File: src/rtl/multi_pkg.sv
// +--------------------------------------------------------------------------+
// | multi_pkg                                                                |
// | Shared encodings for the multi-cycle MIPS-subset control unit.           |
// | Rev 1.0                                                                  |
// +--------------------------------------------------------------------------+
`default_nettype none

package multi_pkg;

  typedef logic [3:0] state_t;
  localparam state_t S_FETCH    = 4'd0;
  localparam state_t S_DECODE   = 4'd1;
  localparam state_t S_EXEC_R   = 4'd2;
  localparam state_t S_EXEC_I   = 4'd3;
  localparam state_t S_WB_ALU   = 4'd4;
  localparam state_t S_MEM_ADDR = 4'd5;
  localparam state_t S_MEM_RD   = 4'd6;
  localparam state_t S_MEM_WR   = 4'd7;
  localparam state_t S_WB_MEM   = 4'd8;
  localparam state_t S_BRANCH   = 4'd9;
  localparam state_t S_JUMP     = 4'd10;
  localparam state_t S_JR       = 4'd11;

  localparam logic [11:0] ALU_ADD   = 12'h001;
  localparam logic [11:0] ALU_SUB   = 12'h002;
  localparam logic [11:0] ALU_SLTU  = 12'h004;
  localparam logic [11:0] ALU_SLT   = 12'h008;
  localparam logic [11:0] ALU_AND   = 12'h010;
  localparam logic [11:0] ALU_OR    = 12'h020;
  localparam logic [11:0] ALU_NOR   = 12'h040;
  localparam logic [11:0] ALU_XOR   = 12'h080;
  localparam logic [11:0] ALU_SLL   = 12'h100;
  localparam logic [11:0] ALU_SRL   = 12'h200;
  localparam logic [11:0] ALU_SRA   = 12'h400;
  localparam logic [11:0] ALU_PASSB = 12'h800;

  typedef enum logic [1:0] {
    SRCA_PC = 2'd0,
    SRCA_RS = 2'd1,
    SRCA_RT = 2'd2
  } srca_e;

  typedef enum logic [2:0] {
    SRCB_RT       = 3'd0,
    SRCB_FOUR     = 3'd1,
    SRCB_SEXT     = 3'd2,
    SRCB_ZEXT     = 3'd3,
    SRCB_SEXT_SH2 = 3'd4,
    SRCB_LUI      = 3'd5,
    SRCB_SHAMT    = 3'd6,
    SRCB_RS       = 3'd7
  } srcb_e;

  typedef enum logic [1:0] {
    PC_ALU    = 2'd0,
    PC_ALUOUT = 2'd1,
    PC_JUMP   = 2'd2,
    PC_RS     = 2'd3
  } pcsrc_e;

  localparam logic [5:0] OP_RTYPE = 6'h00;
  localparam logic [5:0] OP_J     = 6'h02;
  localparam logic [5:0] OP_BEQ   = 6'h04;
  localparam logic [5:0] OP_BNE   = 6'h05;
  localparam logic [5:0] OP_ADDI  = 6'h08;
  localparam logic [5:0] OP_ADDIU = 6'h09;
  localparam logic [5:0] OP_SLTI  = 6'h0A;
  localparam logic [5:0] OP_SLTIU = 6'h0B;
  localparam logic [5:0] OP_ANDI  = 6'h0C;
  localparam logic [5:0] OP_ORI   = 6'h0D;
  localparam logic [5:0] OP_XORI  = 6'h0E;
  localparam logic [5:0] OP_LUI   = 6'h0F;
  localparam logic [5:0] OP_LW    = 6'h23;
  localparam logic [5:0] OP_SW    = 6'h2B;

  localparam logic [5:0] F_SLL  = 6'h00;
  localparam logic [5:0] F_SRL  = 6'h02;
  localparam logic [5:0] F_SRA  = 6'h03;
  localparam logic [5:0] F_SLLV = 6'h04;
  localparam logic [5:0] F_SRLV = 6'h06;
  localparam logic [5:0] F_SRAV = 6'h07;
  localparam logic [5:0] F_JR   = 6'h08;
  localparam logic [5:0] F_ADD  = 6'h20;
  localparam logic [5:0] F_ADDU = 6'h21;
  localparam logic [5:0] F_SUB  = 6'h22;
  localparam logic [5:0] F_SUBU = 6'h23;
  localparam logic [5:0] F_AND  = 6'h24;
  localparam logic [5:0] F_OR   = 6'h25;
  localparam logic [5:0] F_XOR  = 6'h26;
  localparam logic [5:0] F_NOR  = 6'h27;
  localparam logic [5:0] F_SLT  = 6'h2A;
  localparam logic [5:0] F_SLTU = 6'h2B;

endpackage

`default_nettype wire

File: src/rtl/multi_ctrl_if.sv
// +--------------------------------------------------------------------------+
// | multi_ctrl_if                                                            |
// | Control-unit <-> datapath/memory signal bundle.                          |
// | Rev 1.0                                                                  |
// +--------------------------------------------------------------------------+
`default_nettype none

interface multi_ctrl_if;
  logic [31:0] instr;
  logic        alu_zero;
  logic        mem_ready;
  logic        mem_req;
  logic        mem_we;
  logic        iord;
  logic        ir_we;
  logic        pc_we;
  logic [1:0]  pc_src;
  logic        reg_we;
  logic        reg_dst;
  logic        mem_to_reg;
  logic [1:0]  alu_src_a;
  logic [2:0]  alu_src_b;
  logic [11:0] alu_f;
  logic        illegal;
  logic        bus_err;

  modport master (
    input  instr, alu_zero, mem_ready,
    output mem_req, mem_we, iord, ir_we, pc_we, pc_src, reg_we, reg_dst,
           mem_to_reg, alu_src_a, alu_src_b, alu_f, illegal, bus_err
  );

  modport slave (
    output instr, alu_zero, mem_ready,
    input  mem_req, mem_we, iord, ir_we, pc_we, pc_src, reg_we, reg_dst,
           mem_to_reg, alu_src_a, alu_src_b, alu_f, illegal, bus_err
  );
endinterface

`default_nettype wire

File: src/rtl/multi_alu_dec.sv
// +--------------------------------------------------------------------------+
// | multi_alu_dec                                                            |
// | {opcode, funct} -> ALU function and operand selects for EXEC states.     |
// | Rev 1.0                                                                  |
// +--------------------------------------------------------------------------+
`default_nettype none

module multi_alu_dec
  import multi_pkg::*;
(
  input  logic [5:0]  opcode_i,
  input  logic [5:0]  funct_i,
  output logic [11:0] alu_f_o,
  output srca_e       src_a_o,
  output srcb_e       src_b_o,
  output logic        valid_o
);

  always_comb begin
    alu_f_o = ALU_ADD;
    src_a_o = SRCA_RS;
    src_b_o = SRCB_RT;
    valid_o = 1'b1;
    if (opcode_i == OP_RTYPE) begin
      // Shifts move A <- rt so the ALU computes rt shifted by B[4:0]
      case (funct_i)
        F_ADD, F_ADDU: alu_f_o = ALU_ADD;
        F_SUB, F_SUBU: alu_f_o = ALU_SUB;
        F_AND:  alu_f_o = ALU_AND;
        F_OR:   alu_f_o = ALU_OR;
        F_XOR:  alu_f_o = ALU_XOR;
        F_NOR:  alu_f_o = ALU_NOR;
        F_SLT:  alu_f_o = ALU_SLT;
        F_SLTU: alu_f_o = ALU_SLTU;
        F_SLL:  begin alu_f_o = ALU_SLL; src_a_o = SRCA_RT; src_b_o = SRCB_SHAMT; end
        F_SRL:  begin alu_f_o = ALU_SRL; src_a_o = SRCA_RT; src_b_o = SRCB_SHAMT; end
        F_SRA:  begin alu_f_o = ALU_SRA; src_a_o = SRCA_RT; src_b_o = SRCB_SHAMT; end
        F_SLLV: begin alu_f_o = ALU_SLL; src_a_o = SRCA_RT; src_b_o = SRCB_RS; end
        F_SRLV: begin alu_f_o = ALU_SRL; src_a_o = SRCA_RT; src_b_o = SRCB_RS; end
        F_SRAV: begin alu_f_o = ALU_SRA; src_a_o = SRCA_RT; src_b_o = SRCB_RS; end
        default: valid_o = 1'b0;
      endcase
    end else begin
      src_b_o = SRCB_SEXT;
      case (opcode_i)
        OP_ADDI, OP_ADDIU: alu_f_o = ALU_ADD;
        OP_SLTI:  alu_f_o = ALU_SLT;
        OP_SLTIU: alu_f_o = ALU_SLTU;
        OP_ANDI:  begin alu_f_o = ALU_AND;   src_b_o = SRCB_ZEXT; end
        OP_ORI:   begin alu_f_o = ALU_OR;    src_b_o = SRCB_ZEXT; end
        OP_XORI:  begin alu_f_o = ALU_XOR;   src_b_o = SRCB_ZEXT; end
        OP_LUI:   begin alu_f_o = ALU_PASSB; src_b_o = SRCB_LUI;  end
        default:  valid_o = 1'b0;
      endcase
    end
  end

endmodule

`default_nettype wire

File: src/rtl/multi_ctrl.sv
// +--------------------------------------------------------------------------+
// | multi_ctrl                                                               |
// | Multi-cycle MIPS-subset control FSM with req/ready memory handshake.     |
// | Rev 1.0                                                                  |
// +--------------------------------------------------------------------------+
`default_nettype none

module multi_ctrl
  import multi_pkg::*;
#(
  parameter int unsigned MEM_TIMEOUT = 0
) (
  input  logic         clk,
  input  logic         rst,
  multi_ctrl_if.master bus
);

  localparam int unsigned c_CW = (MEM_TIMEOUT > 0) ? $clog2(MEM_TIMEOUT + 1) : 1;
  localparam logic [c_CW-1:0] c_TIMEOUT = c_CW'(MEM_TIMEOUT);

  state_t          state_q, state_d;
  logic [c_CW-1:0] wait_q, wait_d;

  logic [5:0]  w_opcode, w_funct;
  logic        w_in_mem, w_timeout, w_ready;
  logic [11:0] w_dec_f;
  srca_e       w_dec_a;
  srcb_e       w_dec_b;
  logic        w_dec_valid;
  logic        w_unused;

  logic        w_mem_req, w_mem_we, w_iord, w_ir_we, w_pc_we;
  logic [1:0]  w_pc_src, w_src_a;
  logic        w_reg_we, w_reg_dst, w_mem_to_reg;
  logic [2:0]  w_src_b;
  logic [11:0] w_alu_f;
  logic        w_illegal, w_bus_err;

  assign w_opcode = bus.instr[31:26];
  assign w_funct  = bus.instr[5:0];
  assign w_unused = ^bus.instr[25:6];

  assign w_in_mem  = (state_q == S_FETCH) || (state_q == S_MEM_RD) || (state_q == S_MEM_WR);
  // On expiry mem_req is already low, so a late mem_ready is simply ignored
  assign w_timeout = (MEM_TIMEOUT != 0) && w_in_mem && (wait_q == c_TIMEOUT);
  assign w_ready   = bus.mem_ready && !w_timeout;

  multi_alu_dec u_alu_dec (
    .opcode_i (w_opcode),
    .funct_i  (w_funct),
    .alu_f_o  (w_dec_f),
    .src_a_o  (w_dec_a),
    .src_b_o  (w_dec_b),
    .valid_o  (w_dec_valid)
  );

  always_comb begin
    state_d      = state_q;
    w_mem_req    = 1'b0;
    w_mem_we     = 1'b0;
    w_iord       = 1'b0;
    w_ir_we      = 1'b0;
    w_pc_we      = 1'b0;
    w_pc_src     = PC_ALU;
    w_reg_we     = 1'b0;
    w_reg_dst    = 1'b0;
    w_mem_to_reg = 1'b0;
    w_src_a      = SRCA_PC;
    w_src_b      = SRCB_RT;
    w_alu_f      = ALU_ADD;
    w_illegal    = 1'b0;
    w_bus_err    = 1'b0;

    case (state_q)
      S_FETCH: begin
        w_src_b   = SRCB_FOUR;
        w_mem_req = !w_timeout;
        w_ir_we   = w_ready;
        w_pc_we   = w_ready;
        if (w_ready) state_d = S_DECODE;
      end
      S_DECODE: begin
        w_src_b = SRCB_SEXT_SH2;
        case (w_opcode)
          OP_RTYPE: state_d = (w_funct == F_JR) ? S_JR : S_EXEC_R;
          OP_ADDI, OP_ADDIU, OP_SLTI, OP_SLTIU,
          OP_ANDI, OP_ORI, OP_XORI, OP_LUI: state_d = S_EXEC_I;
          OP_LW, OP_SW:   state_d = S_MEM_ADDR;
          OP_BEQ, OP_BNE: state_d = S_BRANCH;
          OP_J:           state_d = S_JUMP;
          default: begin
            w_illegal = 1'b1;
            state_d   = S_FETCH;
          end
        endcase
      end
      S_EXEC_R, S_EXEC_I: begin
        w_alu_f = w_dec_f;
        w_src_a = w_dec_a;
        w_src_b = w_dec_b;
        if (w_dec_valid) begin
          state_d = S_WB_ALU;
        end else begin
          w_illegal = 1'b1;
          state_d   = S_FETCH;
        end
      end
      S_WB_ALU: begin
        w_reg_we  = 1'b1;
        w_reg_dst = (w_opcode == OP_RTYPE);
        state_d   = S_FETCH;
      end
      S_MEM_ADDR: begin
        w_src_a = SRCA_RS;
        w_src_b = SRCB_SEXT;
        state_d = (w_opcode == OP_SW) ? S_MEM_WR : S_MEM_RD;
      end
      S_MEM_RD, S_MEM_WR: begin
        w_mem_req = !w_timeout;
        w_iord    = !w_timeout;
        w_mem_we  = !w_timeout && (state_q == S_MEM_WR);
        if (w_ready) state_d = (state_q == S_MEM_WR) ? S_FETCH : S_WB_MEM;
      end
      S_WB_MEM: begin
        w_reg_we     = 1'b1;
        w_mem_to_reg = 1'b1;
        state_d      = S_FETCH;
      end
      S_BRANCH: begin
        w_src_a  = SRCA_RS;
        w_src_b  = SRCB_RT;
        w_alu_f  = ALU_SUB;
        w_pc_src = PC_ALUOUT;
        w_pc_we  = bus.alu_zero ^ (w_opcode == OP_BNE);
        state_d  = S_FETCH;
      end
      S_JUMP: begin
        w_pc_src = PC_JUMP;
        w_pc_we  = 1'b1;
        state_d  = S_FETCH;
      end
      S_JR: begin
        w_pc_src = PC_RS;
        w_pc_we  = 1'b1;
        state_d  = S_FETCH;
      end
      default: state_d = S_FETCH;
    endcase

    if (w_timeout) begin
      w_bus_err = 1'b1;
      state_d   = S_FETCH;
    end

    if (rst) begin
      state_d      = S_FETCH;
      w_mem_req    = 1'b0;
      w_mem_we     = 1'b0;
      w_iord       = 1'b0;
      w_ir_we      = 1'b0;
      w_pc_we      = 1'b0;
      w_pc_src     = PC_ALU;
      w_reg_we     = 1'b0;
      w_reg_dst    = 1'b0;
      w_mem_to_reg = 1'b0;
      w_src_a      = SRCA_PC;
      w_src_b      = SRCB_RT;
      w_alu_f      = ALU_ADD;
      w_illegal    = 1'b0;
      w_bus_err    = 1'b0;
    end
  end

  // Counter restarts whenever a memory state is entered or left
  assign wait_d = (w_in_mem && (state_d == state_q) && !w_timeout) ? wait_q + c_CW'(1) : '0;

  always_ff @(posedge clk) begin
    if (rst) begin
      state_q <= S_FETCH;
      wait_q  <= '0;
    end else begin
      state_q <= state_d;
      wait_q  <= wait_d;
    end
  end

  assign bus.mem_req    = w_mem_req;
  assign bus.mem_we     = w_mem_we;
  assign bus.iord       = w_iord;
  assign bus.ir_we      = w_ir_we;
  assign bus.pc_we      = w_pc_we;
  assign bus.pc_src     = w_pc_src;
  assign bus.reg_we     = w_reg_we;
  assign bus.reg_dst    = w_reg_dst;
  assign bus.mem_to_reg = w_mem_to_reg;
  assign bus.alu_src_a  = w_src_a;
  assign bus.alu_src_b  = w_src_b;
  assign bus.alu_f      = w_alu_f;
  assign bus.illegal    = w_illegal;
  assign bus.bus_err    = w_bus_err;

endmodule

`default_nettype wire

File: src/flat_wrapper.sv
// flat-port wrapper written by rule: the top's interface ports become plain ports
module multi_ctrl_flat import multi_pkg::*;
#(
  parameter int unsigned MEM_TIMEOUT = 0
)
  (clk, rst, bus_instr, bus_alu_zero, bus_mem_ready, bus_mem_req, bus_mem_we, bus_iord, bus_ir_we, bus_pc_we, bus_pc_src, bus_reg_we, bus_reg_dst, bus_mem_to_reg, bus_alu_src_a, bus_alu_src_b, bus_alu_f, bus_illegal, bus_bus_err);
  multi_ctrl_if bus_i ();
  input  logic clk;
  input  logic rst;
  input wire logic [$bits(bus_i.instr)-1:0] bus_instr;
  input wire logic [$bits(bus_i.alu_zero)-1:0] bus_alu_zero;
  input wire logic [$bits(bus_i.mem_ready)-1:0] bus_mem_ready;
  output wire logic [$bits(bus_i.mem_req)-1:0] bus_mem_req;
  output wire logic [$bits(bus_i.mem_we)-1:0] bus_mem_we;
  output wire logic [$bits(bus_i.iord)-1:0] bus_iord;
  output wire logic [$bits(bus_i.ir_we)-1:0] bus_ir_we;
  output wire logic [$bits(bus_i.pc_we)-1:0] bus_pc_we;
  output wire logic [$bits(bus_i.pc_src)-1:0] bus_pc_src;
  output wire logic [$bits(bus_i.reg_we)-1:0] bus_reg_we;
  output wire logic [$bits(bus_i.reg_dst)-1:0] bus_reg_dst;
  output wire logic [$bits(bus_i.mem_to_reg)-1:0] bus_mem_to_reg;
  output wire logic [$bits(bus_i.alu_src_a)-1:0] bus_alu_src_a;
  output wire logic [$bits(bus_i.alu_src_b)-1:0] bus_alu_src_b;
  output wire logic [$bits(bus_i.alu_f)-1:0] bus_alu_f;
  output wire logic [$bits(bus_i.illegal)-1:0] bus_illegal;
  output wire logic [$bits(bus_i.bus_err)-1:0] bus_bus_err;
  assign bus_i.instr = bus_instr;
  assign bus_i.alu_zero = bus_alu_zero;
  assign bus_i.mem_ready = bus_mem_ready;
  assign bus_mem_req = bus_i.mem_req;
  assign bus_mem_we = bus_i.mem_we;
  assign bus_iord = bus_i.iord;
  assign bus_ir_we = bus_i.ir_we;
  assign bus_pc_we = bus_i.pc_we;
  assign bus_pc_src = bus_i.pc_src;
  assign bus_reg_we = bus_i.reg_we;
  assign bus_reg_dst = bus_i.reg_dst;
  assign bus_mem_to_reg = bus_i.mem_to_reg;
  assign bus_alu_src_a = bus_i.alu_src_a;
  assign bus_alu_src_b = bus_i.alu_src_b;
  assign bus_alu_f = bus_i.alu_f;
  assign bus_illegal = bus_i.illegal;
  assign bus_bus_err = bus_i.bus_err;
  multi_ctrl #(.MEM_TIMEOUT(MEM_TIMEOUT)) u_core (.clk(clk), .rst(rst), .bus(bus_i));
endmodule
File: config.mk
export PLATFORM = sky130hd
export DESIGN_NAME = multi_ctrl_flat
export DESIGN_NICKNAME = d
export VERILOG_FILES = /design/src/rtl/multi_pkg.sv /design/src/rtl/multi_ctrl_if.sv /design/src/rtl/multi_alu_dec.sv /design/src/rtl/multi_ctrl.sv /design/src/flat_wrapper.sv
export SDC_FILE = /design/constraint.sdc
export NUM_CORES = 1
export LEC_CHECK = 0
export CAP_MARGIN = 20
export CORE_MARGIN = 2
export CORE_UTILIZATION = 36
export DETAILED_ROUTE_END_ITERATION = 16
export PLACE_DENSITY = 0.81
export SKIP_LAST_GASP = 1
export SLEW_MARGIN = 20
export SYNTH_ARGS = -nofsm -noshare
export SYNTH_HDL_FRONTEND = slang
export SYNTH_SLANG_ARGS = --single-unit
export TNS_END_PERCENT = 10
File: constraint.sdc
create_clock -name clk -period 2.54 [get_ports clk]
set_input_delay 0.381 -clock clk [delete_from_list [all_inputs] [get_ports clk]]
set_output_delay 0.381 -clock clk [all_outputs]
set_load 0.005 [all_outputs]
Word-level counts from Yosys, hierarchy flattened
Cells that the tools add are included.

Reduce and logical (&&, ||, !) cells: 23. Mux-type cells: 47. Bitwise operators: 1. Equality and inequality tests: 42.

Operators with widths (count): $pmux W11 S10 (1); $eq A6 B6 Y1 const B (12); $pmux W12 S6 (1); $eq A6 B4 Y1 const B (9); $pmux W4 S5 (2); $eq A6 B3 Y1 const B (5); $mux W12 (2); $pmux W12 S2 (1); $mux W1 (22); $reduce_or A2 Y1 (11); $eq A6 B2 Y1 const B (3); $eq A4 B3 Y1 const B (4); $eq A4 B4 Y1 const B (4); $mux W4 (4); $reduce_or A16 Y1 (1); $reduce_or A14 Y1 (1); $logic_not A6 Y1 (2); $pmux W3 S2 (2); $pmux W3 S4 (1); $reduce_or A3 Y1 (4); $mux W3 (3); $eq A4 B2 Y1 const B (2); $mux W2 (4); $reduce_or A8 Y1 (1); 10 further kinds (11).

Logic and storage cells: 114. Register bits: 4. Output and inout port bits: 29. Input bits: 36.

Longest topological paths before layout
Gate-level depths: netlist of the first run.

Word-level depth: 7. Gate-level depth with buffers: 6. Depth with buffers taken out: 4.

Modules after synthesis
Synthesis of the first run repeated with hierarchy kept, for this count alone.

Cell total of the unflattened synthesis: 167. Area total of the unflattened synthesis: 1169.9 um^2.

Modules (own cells, without submodules): multi_ctrl (sequential area each 80.1 um^2, area an instance 830.8 um^2, cells an instance 120, times used 1); multi_alu_dec (sequential area each 0.0 um^2, area an instance 339.1 um^2, cells an instance 47, times used 1).

Worst setup path before layout of the first run
OpenSTA, ideal clock, no wires.

Path kind: input to output. Start point: input port bus_instr[27]. End point: output port bus_alu_f[9]. Arrival: 1.711 ns. Data required time: 2.159 ns. Buffers on the path: 1. Slack: 0.448 ns. Stages: 5. Cell sequence: buf_2 > or4_4 > nor4_4 > nand2_1 > nor3b_2.

Word-level cells in the longest chain between the ends: 4.

RTL lines: start, declared (line flat_wrapper.sv:10) `input wire logic [$bits(bus_i.instr)-1:0] bus_instr;`; $logic_not A6 Y1 (line multi_alu_dec.sv:24) `if (opcode_i == OP_RTYPE) begin`; $mux W12 (line multi_alu_dec.sv:24); $pmux W12 S2 (line multi_ctrl.sv:74) `case (state_q)`; $mux W12 (line multi_ctrl.sv:155) `if (rst) begin`; end, declared (line flat_wrapper.sv:24) `output wire logic [$bits(bus_i.alu_f)-1:0] bus_alu_f;`.

No other way between the ends.

Worst setup path in the final report of the first run
Start point: input port bus_instr[29]. End point: output port bus_alu_src_b[0].

Word-level cells in the longest chain between the ends: 6. Elaborated cells between the ends (all ways): 10. Classes of those cells: eq/ne: 4; mux: 4; reduce/logical: 2.

RTL lines: $eq A6 B4 Y1 (line multi_alu_dec.sv:45) `case (opcode_i)`; $reduce_or A3 Y1 (no line); $pmux W3 S2 (line multi_alu_dec.sv:45); $mux W3 * (line multi_alu_dec.sv:24); $pmux W3 S4 * (line multi_ctrl.sv:74); $mux W3 * (line multi_ctrl.sv:155); end, declared (line flat_wrapper.sv:23) `output wire logic [$bits(bus_i.alu_src_b)-1:0] bus_alu_src_b;`.

Every way passes the cells marked *; elsewhere a longest branch is shown, timed or not.

==> results.md, run 1 <==
* # port buffers at 43
* Seq cells post-synth at 4
* Max_cap viols at 0
* Core Util, Final at 70.9%
* Net count, final at 270
* Critical path capture point type: output pin
* Final setup TNS at -956 ps
* CTS max path bufs at 2
* Simple-gate share of the synthesized area at 57.3%
* Setup CP Type: in -> out
* Vias in the first global route at 1422
* Post-Synth Adder-Cell Area at 0%
* DIE HEIGHT at 55.8 um
* Register area share after synthesis at 8.30%
* Detail Placement HPWL at 2990 um
* Regs by FF count: u_core.state_q x4
* Placed Cells at 251
* Starting DRT DRC Count at 74
* CTS Buf Count at 3
* Initial Util at 38.6%
* Met2 wire len at 2010 um
* Post-Syn Area at 965 um2
* Grt ovf at 0
* Fin worst setup slack at -149 ps
* Status: finished, violations left
* DR vias at 1549
* Maximum number of pins on one net before global-route repair at 13
* Final antenna-violating net count at 0
* Failing checks: negative setup slack
* Clk_skew at 1.64 ps
* Post-synthesis cell type count at 46
* YS warnings at 0
* Placement Cell Area at 1670 um2
* Max reg flops at 4
* LEAKAGE at 0.739 nW
* Top layer in use: met4
* Ant. Diodes at 0
* Final WL at 4170 um
* Pwr Density at 179 nW/um2
* Unrepaired setup endpoints after global routing: true
* First-pass iteration count of the detailed router at 4
* WL met1 at 1560 um
* CP Data Arrival Time at 2310 ps
* IO Pins at 65
* Synth Instances at 152
* Crit-path max FO at 4
* Top reg by flops: u_core.state_q
* H-tree levels at 1
* Worst-skew pair later-pin latency at 240 ps
* Worst hold path type: reg -> reg
* Crit start category: input port
* Count of pins over their slew limit at 0
* CTS sink cnt at 4
* Post-CTS Hold Fix Bufs at 0
* Post-route cell area at 1770 um2
* Clock Tree Root: clkbuf_4
* DIE WIDTH at 55.8 um
* CP required at 2160 ps
* Tot GR Track Use at 25.1%
* Vias per cell at 5.91
* Core ar. at 2500 um2
* Mux cell area share after synthesis at 0%
* Peak Freq at 372 MHz
* Final setup vio count at 11
* CTS clk-pin slew, worst paths at 40 ps
* Final period utilization at 106%
* CTS tree: done
* GPL Wtd Cong at 1.00
* Fillcell total at 206
* Synthesized net count at 188
* Final Hold Viols at 0
* Largest family of logic cells by synthesized area: simple AND/OR/NAND/NOR gates
* Syn Area/Cell at 6.35 um2
* Fraction of layout cells with a size suffix above 1 at 29.3%
* Synth Area in Compound Gates at 24.9%
* Area grow syn2layout at 83.7%
* Min Tclk post-route at 2690 ps
* DIE AREA at 3110 um2
* Final std cells w/o fill at 262
* DRC Markers at 0
* Xor/xnor share of the synthesized area at 1.82%
* Setup slack at placement at -490 ps
* Peak supply drop at 156 uV
* Drt wl/cell at 15.9 um
* Initial antenna violation count at 0
* DR WL met3 at 447 um
* First-pass GRT wire length at 6410 um
* Row cnt at 18
## cell families (layout without fill, tap and decap cells)
logic type      after synthesis  count (layout)
xor+xnor                      2               2
buf+inv                      17              97
other cells                   1               1
flops                         4               4
compound gates               34              34
simple gates                 94              94
## power breakdown
group,total (W),leakage (nW),switching (W),internal (W)
sequential,0.0000666,0.0325,0.00000187,0.0000647
combinational,0.000168,0.693,0.0000825,0.0000859
clock,0.0000816,0.0138,0.0000286,0.0000530
total,0.000317,0.739,0.000113,0.000204
## critical path, cell delays in order
cell and delay (ps):
dlygate4sd2_1 250, or4_4 600, nor4_4 290, a221oi_2 110
nor4_2 150, clkdlybuf4s50_1 530
## synth_stat cells, drive strengths merged
master | count | area share, %
a211o | 1 | 0.91
a211oi | 3 | 2.3
a21o | 1 | 0.78
a21oi | 8 | 4.2
a221oi | 2 | 1.8
a2bb2oi | 1 | 0.91
a31o | 1 | 0.91
a31oi | 2 | 1.3
a32oi | 1 | 0.91
and2 | 5 | 3.2
and3 | 1 | 0.65
and4 | 2 | 1.8
buf | 4 | 2.2
clkbuf | 8 | 3.1
conb | 1 | 0.39
dfxtp | 4 | 8.3
inv | 5 | 1.9
nand2 | 13 | 5.1
nand2b | 7 | 4.5
nand3 | 2 | 1.0
nand4 | 5 | 3.2
nand4b | 1 | 0.91
nor2 | 19 | 7.4
nor2b | 6 | 3.9
nor3 | 10 | 5.7
nor3b | 3 | 2.9
nor4 | 8 | 8.0
nor4b | 1 | 0.91
nor4bb | 1 | 1.0
o211ai | 2 | 1.6
o21a | 4 | 3.1
o21ai | 2 | 1.0
o22ai | 2 | 1.3
o32a | 2 | 2.1
o32ai | 1 | 0.91
o41ai | 1 | 0.91
or2 | 5 | 3.2
or3 | 4 | 2.6
or4 | 1 | 1.2
xnor2 | 2 | 1.8
## final timing paths
kind / start / endpoint / slack, ps / depth (start not counted)
setup / recovery: bus_instr[29] / bus_alu_src_b[0] / -150 / 6
hold / removal: u_core.state_q[2]$_SDFFE_PP0P_ / u_core.state_q[3]$_SDFFE_PP0P_ / 700 / 2
setup reg to reg: u_core.state_q[3]$_SDFFE_PP0P_ / u_core.state_q[0]$_SDFFE_PP0P_ / 970 / 6
hold reg to reg: u_core.state_q[2]$_SDFFE_PP0P_ / u_core.state_q[3]$_SDFFE_PP0P_ / 700 / 2
## repair_timing
item,4_1_cts,5_1_grt
endpoints found under the setup margin,21,19
pin swaps,7,4
gates cloned,0,0
setup buffers,5,3
resized for setup,26,4
## through the flow
| step | hold slack [ps] | total power [W] |
|---|---|---|
| CTS | 684 | 0.000309 |
| global route | 766 | 0.000333 |
| global placement | 667 | 0.000223 |
| detailed placement | 674 | 0.000227 |
| floorplan | 564 | 0.000135 |
| finish | 698 | 0.000317 |
## placed cells by master (no fill, tap or decap), types with 7 or more instances in the layout
master            n
nor2_1           19
clkdlybuf4s50_1  25
dlygate4sd2_1    15
nand2b_1          7
a21oi_1           8
nor3_1            8
nand2_1          12
buf_4            46
## routing by layer
layer / track usage, % / up-vias
met5: 0 / -
met3: 4.88 / 22
met2: 44.7 / 113
met4: 10.5 / 0
met1: 29.1 / 689
li1: - / 725
## cell type report
class / count / area [um2] / share of cell area [%]
Multi-Input combinational cell: 131 / 856 / 48.3
Sequential cell: 4 / 80.1 / 4.52
Timing Repair Buffer: 89 / 757 / 42.7
Tap cell: 30 / 37.5 / 2.12
Inverter: 5 / 18.8 / 1.06
Clock buffer: 3 / 22.5 / 1.27
Power figures use the tool's default switching activity.
==> inputs of run 2 (changes only) <==
--- a/config.mk
+++ b/config.mk
@@ -9,6 +9,7 @@
 export CORE_MARGIN = 2
 export CORE_UTILIZATION = 36
 export DETAILED_ROUTE_END_ITERATION = 16
+export MAX_ROUTING_LAYER = met4
 export PLACE_DENSITY = 0.81
 export SKIP_LAST_GASP = 1
 export SLEW_MARGIN = 20
==> run 2 against run 1 <==
The run still ends with negative setup slack left; flip-flop and latch count unchanged; total power is 4.6% higher; die area did not move; non-clock buffer count increased by 6; count of clock-buffer cells in the layout unchanged; core utilization up 3.2 points; setup slack improved by 64 ps; hold slack got worse by 65 ps; register-to-register slack worse by 50 ps; critical path type unchanged; cell count increased by 2.3%; clock power grew 2%; highest routed layer unchanged; sequential share of layout area down 0.20 points.
==> results.md, run 2 (same netlist as run 1, synthesis figures left out) <==
* Final Hold Viols at 0
* First-pass GRT wire length at 7200 um
* Grt ovf at 0
* CTS clk-pin slew, worst paths at 40 ps
* Fillcell total at 200
* # port buffers at 43
* Hold Path Sink: u_core.state_q[3]$_SDFFE_PP0P_
* Switching Fraction at 37.6%
* Reg2Reg Depth at 6
* Vias in the first global route at 1567
* Ant. Diodes at 0
* Final setup vio count at 6
* Max_cap viols at 0
* CTS tree: done
* P_int at 0.000207 W
* Final antenna-violating net count at 0
* RR Endpoint: u_core.state_q[0]$_SDFFE_PP0P_
* Met2 wire len at 2340 um
* DIE HEIGHT at 55.8 um
* Power share of the combinational group at 55.2%
* Fraction of layout cells with a size suffix above 1 at 34.5%
* Starting DRT DRC Count at 132
* Initial Util at 38.6%
* Crit start category: input port
* H-tree levels at 1
* Most common cell after layout, fill and taps aside: buf_4
* WL met1 at 1800 um
* Peak supply drop at 165 uV
* DR WL met3 at 551 um
* Core Util, Final at 74.1%
* Top layer in use: met4
* Area grow syn2layout at 92.0%
* Pwr Total at 0.000331 W
* Final period utilization at 103%
* Vias per cell at 6.32
* Status: finished, violations left
* Unrepaired setup endpoints after global routing: true
* Hold depth at 2
* Peak Freq at 381 MHz
* Placed Cells at 254
* Maximum number of pins on one net before global-route repair at 13
* Net count, final at 276
* Crit-path max FO at 4
* CP required at 2160 ps
* DIE AREA at 3110 um2
* DIE WIDTH at 55.8 um
* Net Switching at 0.000125 W
* Critical R2R Launch: u_core.state_q[3]$_SDFFE_PP0P_
* CP startpoint: bus_instr[30]
* Final WL at 4930 um
* R2R Setup Slk at 920 ps
* Row cnt at 18
* CTS max path bufs at 2
* GPL Wtd Cong at 1.00
* Clk_skew at 2.95 ps
* Tot GR Track Use at 29.1%
* DR vias at 1693
* Core ar. at 2500 um2
* CTS Buf Count at 3
* Drt wl/cell at 18.4 um
* LEAKAGE at 0.794 nW
* CP Data Arrival Time at 2240 ps
* First-pass iteration count of the detailed router at 5
* Min Tclk post-route at 2620 ps
* Top reg by flops: u_core.state_q
* Worst hold path type: reg -> reg
* Setup slack at placement at -526 ps
* Clock share of power at 25.0%
* Count of pins over their slew limit at 0
* Pwr Density at 179 nW/um2
* IO Pins at 65
* Most frequent cells in the layout: buf_4 (51), clkdlybuf4s50_1 (21), nor2_1 (17)
* Regs by FF count: u_core.state_q x4
* Clock Tree Root: clkbuf_4
* Fin worst setup slack at -85.0 ps
* Initial antenna violation count at 0
* Critical path capture point type: output pin
* Sequential share of power at 19.8%
* Worst-skew pair later-pin latency at 250 ps
* Hold Startpoint: u_core.state_q[2]$_SDFFE_PP0P_
* Detail Placement HPWL at 3210 um
* Final std cells w/o fill at 268
* Failing checks: negative setup slack
* Max reg flops at 4
* DRC Markers at 0
* Setup CP Type: in -> out
* CTS sink cnt at 4
run 2: final cells by class:
| cell class | instances | area [um2] | share of cell area [%] |
|---|---|---|---|
| tap | 30 | 37.5 | 2.03 |
| clock buffer | 3 | 22.5 | 1.22 |
| inverter | 5 | 18.8 | 1.01 |
| multi-input combinational | 131 | 887 | 47.9 |
| timing repair buffer | 95 | 806 | 43.5 |
| sequential | 4 | 80.1 | 4.32 |
run 2: power groups by stage:
| stage | combinational, W | sequential (W) | clock, W |
|---|---|---|---|
| CTS | 0.000166 | 0.0000655 | 0.0000826 |
| global placement | 0.000161 | 0.0000665 | 0 |
| finish | 0.000183 | 0.0000656 | 0.0000829 |
| floorplan | 0.0000686 | 0.0000667 | 0 |
| global route | 0.000192 | 0.0000656 | 0.0000883 |
| detailed placement | 0.000167 | 0.0000665 | 0 |
run 2: metrics by stage:
stage | hold WS (ps) | instance area (um2) | setup TNS (ps)
after floorplan | 564 | 965 | 0
after global placement | 623 | 1690 | -5320
after detailed placement | 624 | 1690 | -6010
after CTS | 626 | 1780 | -264
after global routing | 689 | 1850 | -793
final | 633 | 1850 | -168
run 2: worst max path at each step:
stage	to	slack (ps)	cells after the start
floorplan	bus_alu_f[9]	450	5
global placement	bus_alu_f[9]	-460	6
detailed placement	bus_alu_f[9]	-530	6
CTS	bus_alu_src_a[0]	-120	9
global route	bus_alu_f[3]	-120	7
finish	bus_alu_f[10]	-80	6
run 2: routing by layer:
layer	GRT usage [%]	vias to the layer above
met4	10.1	0
met2	49.1	143
met1	35.3	777
met3	4.19	37
met5	-	-
li1	-	736
run 2: timing repair:
item | in CTS | in global routing
buffers inserted | 8 | 3
gates cloned | 0 | 0
pin swaps | 6 | 4
setup endpoints to repair | 21 | 19
hold buffers | 0 | 0
gates resized for setup | 29 | 16
run 2: critical path: stages:
cell and delay, ps:
dlygate4sd2_1 240, or4_4 600, nor4_4 220, nand2_2 130, nor2_1 150, clkdlybuf4s50_1 520
==> inputs of run 3 (changes only) <==
--- a/config.mk
+++ b/config.mk
@@ -12,7 +12,6 @@
 export MAX_ROUTING_LAYER = met4
 export PLACE_DENSITY = 0.81
 export SKIP_LAST_GASP = 1
-export SLEW_MARGIN = 20
 export SYNTH_ARGS = -nofsm -noshare
 export SYNTH_HDL_FRONTEND = slang
 export SYNTH_SLANG_ARGS = --single-unit
==> results of run 3 <==
Same layout as run 2: the final DEF is identical, and so are final timing and power.
